==> config.mk <==
export PLATFORM = sky130hd
export DESIGN_NAME = shift_issue_stage_flat
export DESIGN_NICKNAME = d
export VERILOG_FILES = /design/src/rtl/shift_pkg.sv /design/src/rtl/shift_issue_stage_if.sv /design/src/rtl/shift_decode.sv /design/src/rtl/shift_issue_stage.sv /design/src/flat_wrapper.sv
export SDC_FILE = /design/constraint.sdc
export NUM_CORES = 1
export LEC_CHECK = 0
export CAP_MARGIN = 0
export CORE_ASPECT_RATIO = 1.5
export CORE_MARGIN = 3
export CORE_UTILIZATION = 47
export CTS_CLUSTER_SIZE = 12
export DETAILED_ROUTE_END_ITERATION = 10
export PLACE_DENSITY = 0.92
export SLEW_MARGIN = 20
export SYNTH_ARGS = -nofsm -noshare
export SYNTH_HDL_FRONTEND = slang
export SYNTH_SLANG_ARGS = --single-unit
==> constraint.sdc <==
create_clock -name clk -period 2.7 [get_ports clk]
set_input_delay 0.405 -clock clk [delete_from_list [all_inputs] [get_ports clk]]
set_output_delay 0.405 -clock clk [all_outputs]
set_load 0.005 [all_outputs]
==> src/rtl/shift_pkg.sv <==
// Shared types and encodings for the shift decode/issue stage and the downstream shifter.
package shift_pkg;

  localparam int unsigned XLEN    = 32;
  localparam int unsigned SHAMT_W = $clog2(XLEN);
  localparam int unsigned RD_W    = 5;

  typedef enum logic [1:0] {
    SH_SLL = 2'd0,
    SH_SRL = 2'd1,
    SH_SRA = 2'd2,
    SH_ILL = 2'd3
  } shift_op_e;

  localparam logic [6:0] OPC_OP    = 7'b0110011;
  localparam logic [6:0] OPC_OPIMM = 7'b0010011;
  localparam logic [2:0] F3_SLL    = 3'b001;
  localparam logic [2:0] F3_SR     = 3'b101;
  localparam logic [6:0] F7_BASE   = 7'b0000000;
  localparam logic [6:0] F7_ALT    = 7'b0100000;

  typedef struct packed {
    logic [XLEN-1:0]    a;
    logic [SHAMT_W-1:0] shamt;
    shift_op_e          op;
    logic [RD_W-1:0]    rd;
    logic               illegal;
  } shift_issue_t;

endpackage

==> src/rtl/shift_issue_stage_if.sv <==
// Upstream instruction handshake and downstream shifter-issue handshake of the stage.
interface shift_issue_stage_if;
  import shift_pkg::*;

  logic               in_valid;
  logic               in_ready;
  logic [31:0]        instr;
  logic [XLEN-1:0]    rs1_data;
  logic [XLEN-1:0]    rs2_data;
  logic               out_valid;
  logic               out_ready;
  logic [XLEN-1:0]    out_a;
  logic [SHAMT_W-1:0] out_shamt;
  shift_op_e          out_op;
  logic [RD_W-1:0]    out_rd;
  logic               out_illegal;

  modport slave (
    input  in_valid, instr, rs1_data, rs2_data, out_ready,
    output in_ready, out_valid, out_a, out_shamt, out_op, out_rd, out_illegal
  );

  modport master (
    output in_valid, instr, rs1_data, rs2_data, out_ready,
    input  in_ready, out_valid, out_a, out_shamt, out_op, out_rd, out_illegal
  );

endinterface

==> src/rtl/shift_decode.sv <==
// Combinational decode of RV32I register/immediate shifts into an issue payload.
module shift_decode
  import shift_pkg::*;
(
  input  logic [31:0]     instr_i,
  input  logic [XLEN-1:0] rs1_data_i,
  input  logic [XLEN-1:0] rs2_data_i,
  output shift_issue_t    issue_o
);

  logic [6:0] opcode;
  logic [2:0] funct3;
  logic [6:0] funct7;
  logic       is_imm;
  logic       unused_fields;

  assign opcode = instr_i[6:0];
  assign funct3 = instr_i[14:12];
  assign funct7 = instr_i[31:25];
  assign is_imm = (opcode == OPC_OPIMM);

  // rs1 index comes from the register file port; upper rs2 bits never affect the shift
  assign unused_fields = ^{instr_i[19:15], rs2_data_i[XLEN-1:SHAMT_W]};

  always_comb begin
    issue_o       = '0;
    issue_o.a     = rs1_data_i;
    issue_o.rd    = instr_i[11:7];
    issue_o.shamt = is_imm ? instr_i[24:20] : rs2_data_i[SHAMT_W-1:0];
    issue_o.op    = SH_ILL;
    // funct7 check also rejects immediate shamt >= 32 (instr[25] set)
    if ((opcode == OPC_OP) || is_imm) begin
      if ((funct3 == F3_SLL) && (funct7 == F7_BASE)) begin
        issue_o.op = SH_SLL;
      end else if ((funct3 == F3_SR) && (funct7 == F7_BASE)) begin
        issue_o.op = SH_SRL;
      end else if ((funct3 == F3_SR) && (funct7 == F7_ALT)) begin
        issue_o.op = SH_SRA;
      end
    end
    issue_o.illegal = (issue_o.op == SH_ILL);
  end

endmodule

==> src/rtl/shift_issue_stage.sv <==
// Shift decode/issue stage: decoded instructions queued in a main+skid pair ahead of the shifter.
module shift_issue_stage
  import shift_pkg::*;
(
  input  logic         clk,
  input  logic         rst,
  input  logic         flush,
  shift_issue_stage_if.slave bus
);

  shift_issue_t dec;
  shift_issue_t main_q, main_d;
  shift_issue_t skid_q, skid_d;
  logic         main_valid_q, main_valid_d;
  logic         skid_valid_q, skid_valid_d;
  logic         in_ready_q, in_ready_d;
  logic         accept;
  logic         issue;

  shift_decode u_decode (
    .instr_i    (bus.instr),
    .rs1_data_i (bus.rs1_data),
    .rs2_data_i (bus.rs2_data),
    .issue_o    (dec)
  );

  assign accept = bus.in_valid && in_ready_q;
  assign issue  = main_valid_q && bus.out_ready;

  // Next-state for the main/skid pair; accept implies skid is empty
  always_comb begin
    main_d       = main_q;
    skid_d       = skid_q;
    main_valid_d = main_valid_q;
    skid_valid_d = skid_valid_q;
    if (issue) begin
      if (skid_valid_q) begin
        main_d       = skid_q;
        skid_valid_d = 1'b0;
      end else begin
        main_valid_d = 1'b0;
      end
    end
    if (accept) begin
      if (!main_valid_d) begin
        main_d       = dec;
        main_valid_d = 1'b1;
      end else begin
        skid_d       = dec;
        skid_valid_d = 1'b1;
      end
    end
    if (flush) begin
      main_valid_d = 1'b0;
      skid_valid_d = 1'b0;
    end
    in_ready_d = !skid_valid_d;
  end

  always_ff @(posedge clk) begin
    if (rst) begin
      main_q       <= '0;
      skid_q       <= '0;
      main_valid_q <= 1'b0;
      skid_valid_q <= 1'b0;
      in_ready_q   <= 1'b1;
    end else begin
      main_q       <= main_d;
      skid_q       <= skid_d;
      main_valid_q <= main_valid_d;
      skid_valid_q <= skid_valid_d;
      in_ready_q   <= in_ready_d;
    end
  end

  assign bus.in_ready    = in_ready_q;
  assign bus.out_valid   = main_valid_q;
  assign bus.out_a       = main_q.a;
  assign bus.out_shamt   = main_q.shamt;
  assign bus.out_op      = main_q.op;
  assign bus.out_rd      = main_q.rd;
  assign bus.out_illegal = main_q.illegal;

endmodule

==> src/flat_wrapper.sv <==
// flat-port wrapper written by rule: the top's interface ports become plain ports
module shift_issue_stage_flat import shift_pkg::*;
  (clk, rst, flush, bus_in_valid, bus_instr, bus_rs1_data, bus_rs2_data, bus_out_ready, bus_in_ready, bus_out_valid, bus_out_a, bus_out_shamt, bus_out_op, bus_out_rd, bus_out_illegal);
  shift_issue_stage_if bus_i ();
  input  logic clk;
  input  logic rst;
  input  logic flush;
  input wire logic [$bits(bus_i.in_valid)-1:0] bus_in_valid;
  input wire logic [$bits(bus_i.instr)-1:0] bus_instr;
  input wire logic [$bits(bus_i.rs1_data)-1:0] bus_rs1_data;
  input wire logic [$bits(bus_i.rs2_data)-1:0] bus_rs2_data;
  input wire logic [$bits(bus_i.out_ready)-1:0] bus_out_ready;
  output wire logic [$bits(bus_i.in_ready)-1:0] bus_in_ready;
  output wire logic [$bits(bus_i.out_valid)-1:0] bus_out_valid;
  output wire logic [$bits(bus_i.out_a)-1:0] bus_out_a;
  output wire logic [$bits(bus_i.out_shamt)-1:0] bus_out_shamt;
  output wire logic [$bits(bus_i.out_op)-1:0] bus_out_op;
  output wire logic [$bits(bus_i.out_rd)-1:0] bus_out_rd;
  output wire logic [$bits(bus_i.out_illegal)-1:0] bus_out_illegal;
  assign bus_i.in_valid = bus_in_valid;
  assign bus_i.instr = bus_instr;
  assign bus_i.rs1_data = bus_rs1_data;
  assign bus_i.rs2_data = bus_rs2_data;
  assign bus_i.out_ready = bus_out_ready;
  assign bus_in_ready = bus_i.in_ready;
  assign bus_out_valid = bus_i.out_valid;
  assign bus_out_a = bus_i.out_a;
  assign bus_out_shamt = bus_i.out_shamt;
  assign bus_out_op = bus_i.out_op;
  assign bus_out_rd = bus_i.out_rd;
  assign bus_out_illegal = bus_i.out_illegal;
  shift_issue_stage u_core (.clk(clk), .rst(rst), .flush(flush), .bus(bus_i));
endmodule
* Yosys cells after proc, flatten, opt, wreduce, memory -nomap -nowiden
Index checks and enable logic that the tools add are counted.
Cells by class: equality and inequality tests 6, multiplexer cells 16, reduce and logical (&&, ||, !) cells 10
Operators with widths (count):
- $mux 45 | 4
- $eq 7x6->1 const B | 2
- $mux 1 | 8
- $eq 7x5->1 const B | 1
- $logic_not 7->1 | 1
- $mux 2 | 3
- $logic_and 1x1->1 | 5
- $mux 5 | 1
- $eq 3x1->1 const B | 1
- $eq 3x3->1 const B | 1
- $eq 2x2->1 const B | 1
- $reduce_and 2->1 | 1
- $reduce_or 2->1 | 1
- $logic_not 1->1 | 1
- $logic_or 1x1->1 | 1
Storage, ports and cells: register bits after elaboration 93, output and inout bits 47, logic and storage cells 45

* Longest topological paths before layout
depth in word-level cells 9, mapped depth 6, mapped depth without buffers 4

* Modules after synthesis
Synthesis repeated with hierarchy kept, for this count alone.
Unflattened totals: cells, all modules 543, area total of the unflattened synthesis 4620.7 µm²
By module, submodules not included:
- shift_issue_stage | instances 1, cells each 489, area an instance 4176.5 µm²
- shift_decode | instances 1, cells each 54, area an instance 444.2 µm²

* Worst setup path after synthesis
No wires, ideal clock.
kind input -> register, start point input port bus_instr[6], end point register u_core.skid_q[10] (netlist bit), data arrival time 1.213 ns, data required time 2.566 ns, setup slack 1.353 ns, stages on the path 5, buffers on the path 1, cells stage by stage and4b_1 -> and3b_1 -> buf_4 -> mux2i_1 -> a211oi_1
Between the ends: word-level cells in the longest chain between the ends 2
RTL lines:
- from (decl) | RTL line flat_wrapper.sv:9 | input wire logic [$bits(bus_i.instr)-1:0] bus_instr;
- $eq 7x5->1 | RTL line shift_decode.sv:20 | assign is_imm = (opcode == OPC_OPIMM);
- $mux 5 | RTL line shift_decode.sv:29 | issue_o.shamt = is_imm ? instr_i[24:20] : rs2_data_i[SHAMT_W-1:0];
- to (signal assigned) | RTL line shift_issue_stage.sv:69 | skid_q <= skid_d;
- to (decl) | RTL line shift_issue_stage.sv:13 | shift_issue_t skid_q, skid_d;
No other way between the ends. A chain may end at the register's enable or synchronous reset.

* Worst setup path after layout
start point input port bus_out_ready, end point register u_core.main_q (netlist bit u_core.bus.out_rd[3])
Between the ends: word-level cells in the longest chain between the ends 4, elaborated cells on any way between the ends 5, those cells by class mux: 4; reduce/logical: 1
RTL lines:
- from (decl) | RTL line flat_wrapper.sv:12 | input wire logic [$bits(bus_i.out_ready)-1:0] bus_out_ready;
- $logic_and 1x1->1 * | RTL line shift_issue_stage.sv:28 | assign issue = main_valid_q && bus.out_ready;
- $mux 45 or $mux 1 (tied branches) | RTL line shift_issue_stage.sv:36 | if (issue) begin
- $mux 45 | RTL line shift_issue_stage.sv:45 | if (!main_valid_d) begin
- $mux 45 * | RTL line shift_issue_stage.sv:44 | if (accept) begin
- to (signal assigned) | RTL line shift_issue_stage.sv:68 | main_q <= main_d;
- to (decl) | RTL line shift_issue_stage.sv:12 | shift_issue_t main_q, main_d;
Mark *: on every way between the ends. The rest lies on a longest branch, timed or not.

==> summary.txt <==
STA
  – Tcrit/Tclk final: 0.7216
  – Setup Total Neg Slack: 0 ps
  – Tmin final: 1948 ps
  – Headroom to the max-slew limit: 0.6320
  – Hold Fails Final Rpt: 0
  – Clock skew: 7.457 ps
  – Final setup viols: 0
  – RSZ-0062 raised after global routing: no
  – Pins over their slew limit: 0
  – Min setup slack post-route: 751.7 ps
  – Worst Max-Slew Pin Slew: 552.1 ps
  – Max Clock Freq: 513.3 MHz

GRT
  – GRT overflow: 0
  – Initial antenna violation count: 0
  – Vias in the first global route: 3,597
  – Pin count of the biggest net entering global routing: 50
  – First-pass GRT wire length: 16,600 µm
  – Total GRT Usage: 0.2285

Synth
  – Largest family of logic cells by synthesized area: compound AO/OA/AOI/OAI gates
  – Syn avg cell area: 8.091 µm²
  – Flops & latches, synth: 93
  – Seq/Total Area, Yosys: 0.4970
  – Post-Synth Adder-Cell Area: 0
  – Async set-reset flop share out of synthesis: 0
  – Mapped Area: 3746 µm²
  – Post-synthesis mux area share: 0.01336
  – Top_reg_cell synth: dfxtp_1
  – Unique cell type count in the Yosys netlist: 33
  – Synth Area in Simple Gates: 0.2001
  – Synthesized net count: 564
  – EDFF count, synth: 0
  – Syn Inst Count: 463
  – Post-Synth XOR/XNOR Area: 0.002338
  – Area fraction in compound gates after synthesis: 0.2315
  – Synthesis Warnings: 0

Clock tree
  – Setup bufs post-CTS: 0
  – CTS Hold Bufs: 0
  – CTS tree: yes
  – CTS max path bufs: 2
  – Root buffer cell: clkbuf_16
  – CTS sink count: 93
  – CTS buffer count: 9
  – Clk slew on worst S/H paths: 60 ps
  – Clock H-tree levels: 3
  – Clock Latency Late Sink: 340 ps
  – Post-cts gate resize count: 0

Critical path
  – CP max-delay cell: clkdlybuf4s50_1
  – Crit-path cells: clkdlybuf4s50_1, nand2b_4, a21o_1, buf_12, nor2_1, a311oi_1
  – Arr. time, crit path: 2180 ps
  – R2R cell count: 5
  – Crit path capture type: flop
  – Data required, critical path: 2930 ps
  – WP depth: 6
  – Worst-path fanout max: 26
  – WP buf/inv: 2
  – CP max stage delay: 530 ps
  – Critical path class: primary input to flop
  – Largest delay share family, worst path: buffers and inverters
  – Startpoint type of the worst setup path: primary input

Routing
  – Wirelength, routed: 10,060 µm
  – Avg WL per Cell: 15.04 µm
  – DRC violations left: 0
  – Routed vias: 3,713
  – Number of DRC markers in iteration 0: 275
  – Post-route antenna net violation count: 0
  – Vias per cell: 5.550
  – Detailed Routing Iterations Pass 1: 4

Power and ir drop
  – VDD IR-drop max: 0.4594 mV
  – Power Total: 3.185 mW
  – Power per cell area: 605.1 nW/µm²
  – Leak Pwr: 1.888 nW

Die
  – Chip width: 78.90 µm
  – Rows: 39
  – Initial Util: 0.4890
  – CORE AREA: 7661 µm²
  – Die ar.: 9100 µm²
  – Die Ht: 115.3 µm
  – Top-level I/O count: 148

Placed design
  – IO buf count: 115
  – Dpl ws: 422.5 ps
  – Placed Instances: 653
  – GPL Wtd Cong: 0.8138
  – Final HPWL DP: 6953 µm

Finish
  – Final Util: 0.6871
  – Area delta synth->final: 40.51%
  – ANT cells: 0
  – Final cell count without fillers: 669
  – Share of post-route cells with drive strength above 1: 0.06173
  – Nets: 663

Run status
  – Outcome: completed

Min path
  – Hold Crit Class: primary input to flop
  – Hold Path Stages: 2

Run
  – Number of max-cap violations: 0
power by group:
part,switching [mW],total (mW),leakage (nW),internal [mW]
Combinational,0.174,0.417,0.968,0.243
Clock,0.506,1.29,0.158,0.788
Sequential,0.0383,1.47,0.762,1.44
cell families after synthesis:
group,after synthesis
AOI/OAI and AO/OA,140
xor gates and xnor gates,1
buffers and inverters,39
DFF,93
muxes,5
and+or+nand+nor,185
through the flow:
step           area, µm²  hold WS [ps]
2_1_floorplan       3746         436.6
3_3_place_gp        4952         441.9
3_5_place_dp        4952         446.7
4_1_cts             5264         381.3
5_1_grt             5264         414.9
6_report            5264         399.0
layout by cell type (no fill, tap or decap), drive strengths merged, types with 3 or more instances in the layout:
master	count
nand2	116
clkdlybuf4s50	114
dfxtp	93
a21oi	80
nor2	54
a211oi	49
clkbuf	12
buf	11
mux2i	5
o21ai	5
o221ai	3
clkinv	3
metal layers:
| layer | up-vias | GRT usage | wire (µm) |
|---|---|---|---|
| met4 | 0 | 0.1204 | 329 |
| li1 | 1786 | - | - |
| met3 | 27 | 0.05094 | 560 |
| met1 | 1762 | 0.2569 | 3825 |
| met2 | 138 | 0.4010 | 5344 |
| met5 | - | 0 | 0 |
flip-flops by register name, indices dropped and copies added (netlist names):
signal / cells
u_core.bus.out_valid: 1
u_core.bus.out_shamt: 5
u_core.bus.out_a: 32
u_core.bus.in_ready: 1
u_core.skid_valid_q: 1
u_core.bus.out_illegal: 1
u_core.skid_q: 45
u_core.bus.out_op: 2
u_core.bus.out_rd: 5
layout make-up:
class,instances,area (µm²)
multi-input cells,331,1684
inverters,2,7.507
repair buffers,125,1271
well taps,102,127.6
flip-flops and latches,93,1862
clock buffers,12,266.5
fillers,622,2397
clock inverters,4,45.04
cells in the mapped netlist (2+ instances only):
cell type  number  area share
a211oi_1       46       0.092
a211oi_2        3       0.010
a21oi_1        78        0.10
a21oi_2         2      0.0047
and2_1          2      0.0033
and3_1          2      0.0033
buf_2          14       0.019
buf_4           6       0.012
buf_6           3      0.0090
clkbuf_1       13       0.013
dfxtp_1        93        0.50
inv_1           2      0.0020
mux2i_1         5       0.013
nand2_1       116        0.12
nor2_1         54       0.054
o21ai_0         5      0.0067
o221ai_1        3      0.0070
worst register-to-register path, stage by stage (launching register included):
cell and delay [ps]:
dfxtp_1 430, nand2b_4 210, a21o_1 490, buf_12 250, nor2_1 70, a311oi_1 280
path summary, 6_finish.rpt:
kind	from	slack, ps	to
max	bus_out_ready	750	u_core.bus.out_rd[3]
min	rst	400	u_core.skid_q[13]
max reg2reg	u_core.skid_valid_q	880	u_core.bus.out_rd[3]
min reg2reg	u_core.skid_q[1]	450	u_core.skid_q[1]
Note: power is estimated with default switching activity, not from simulation.
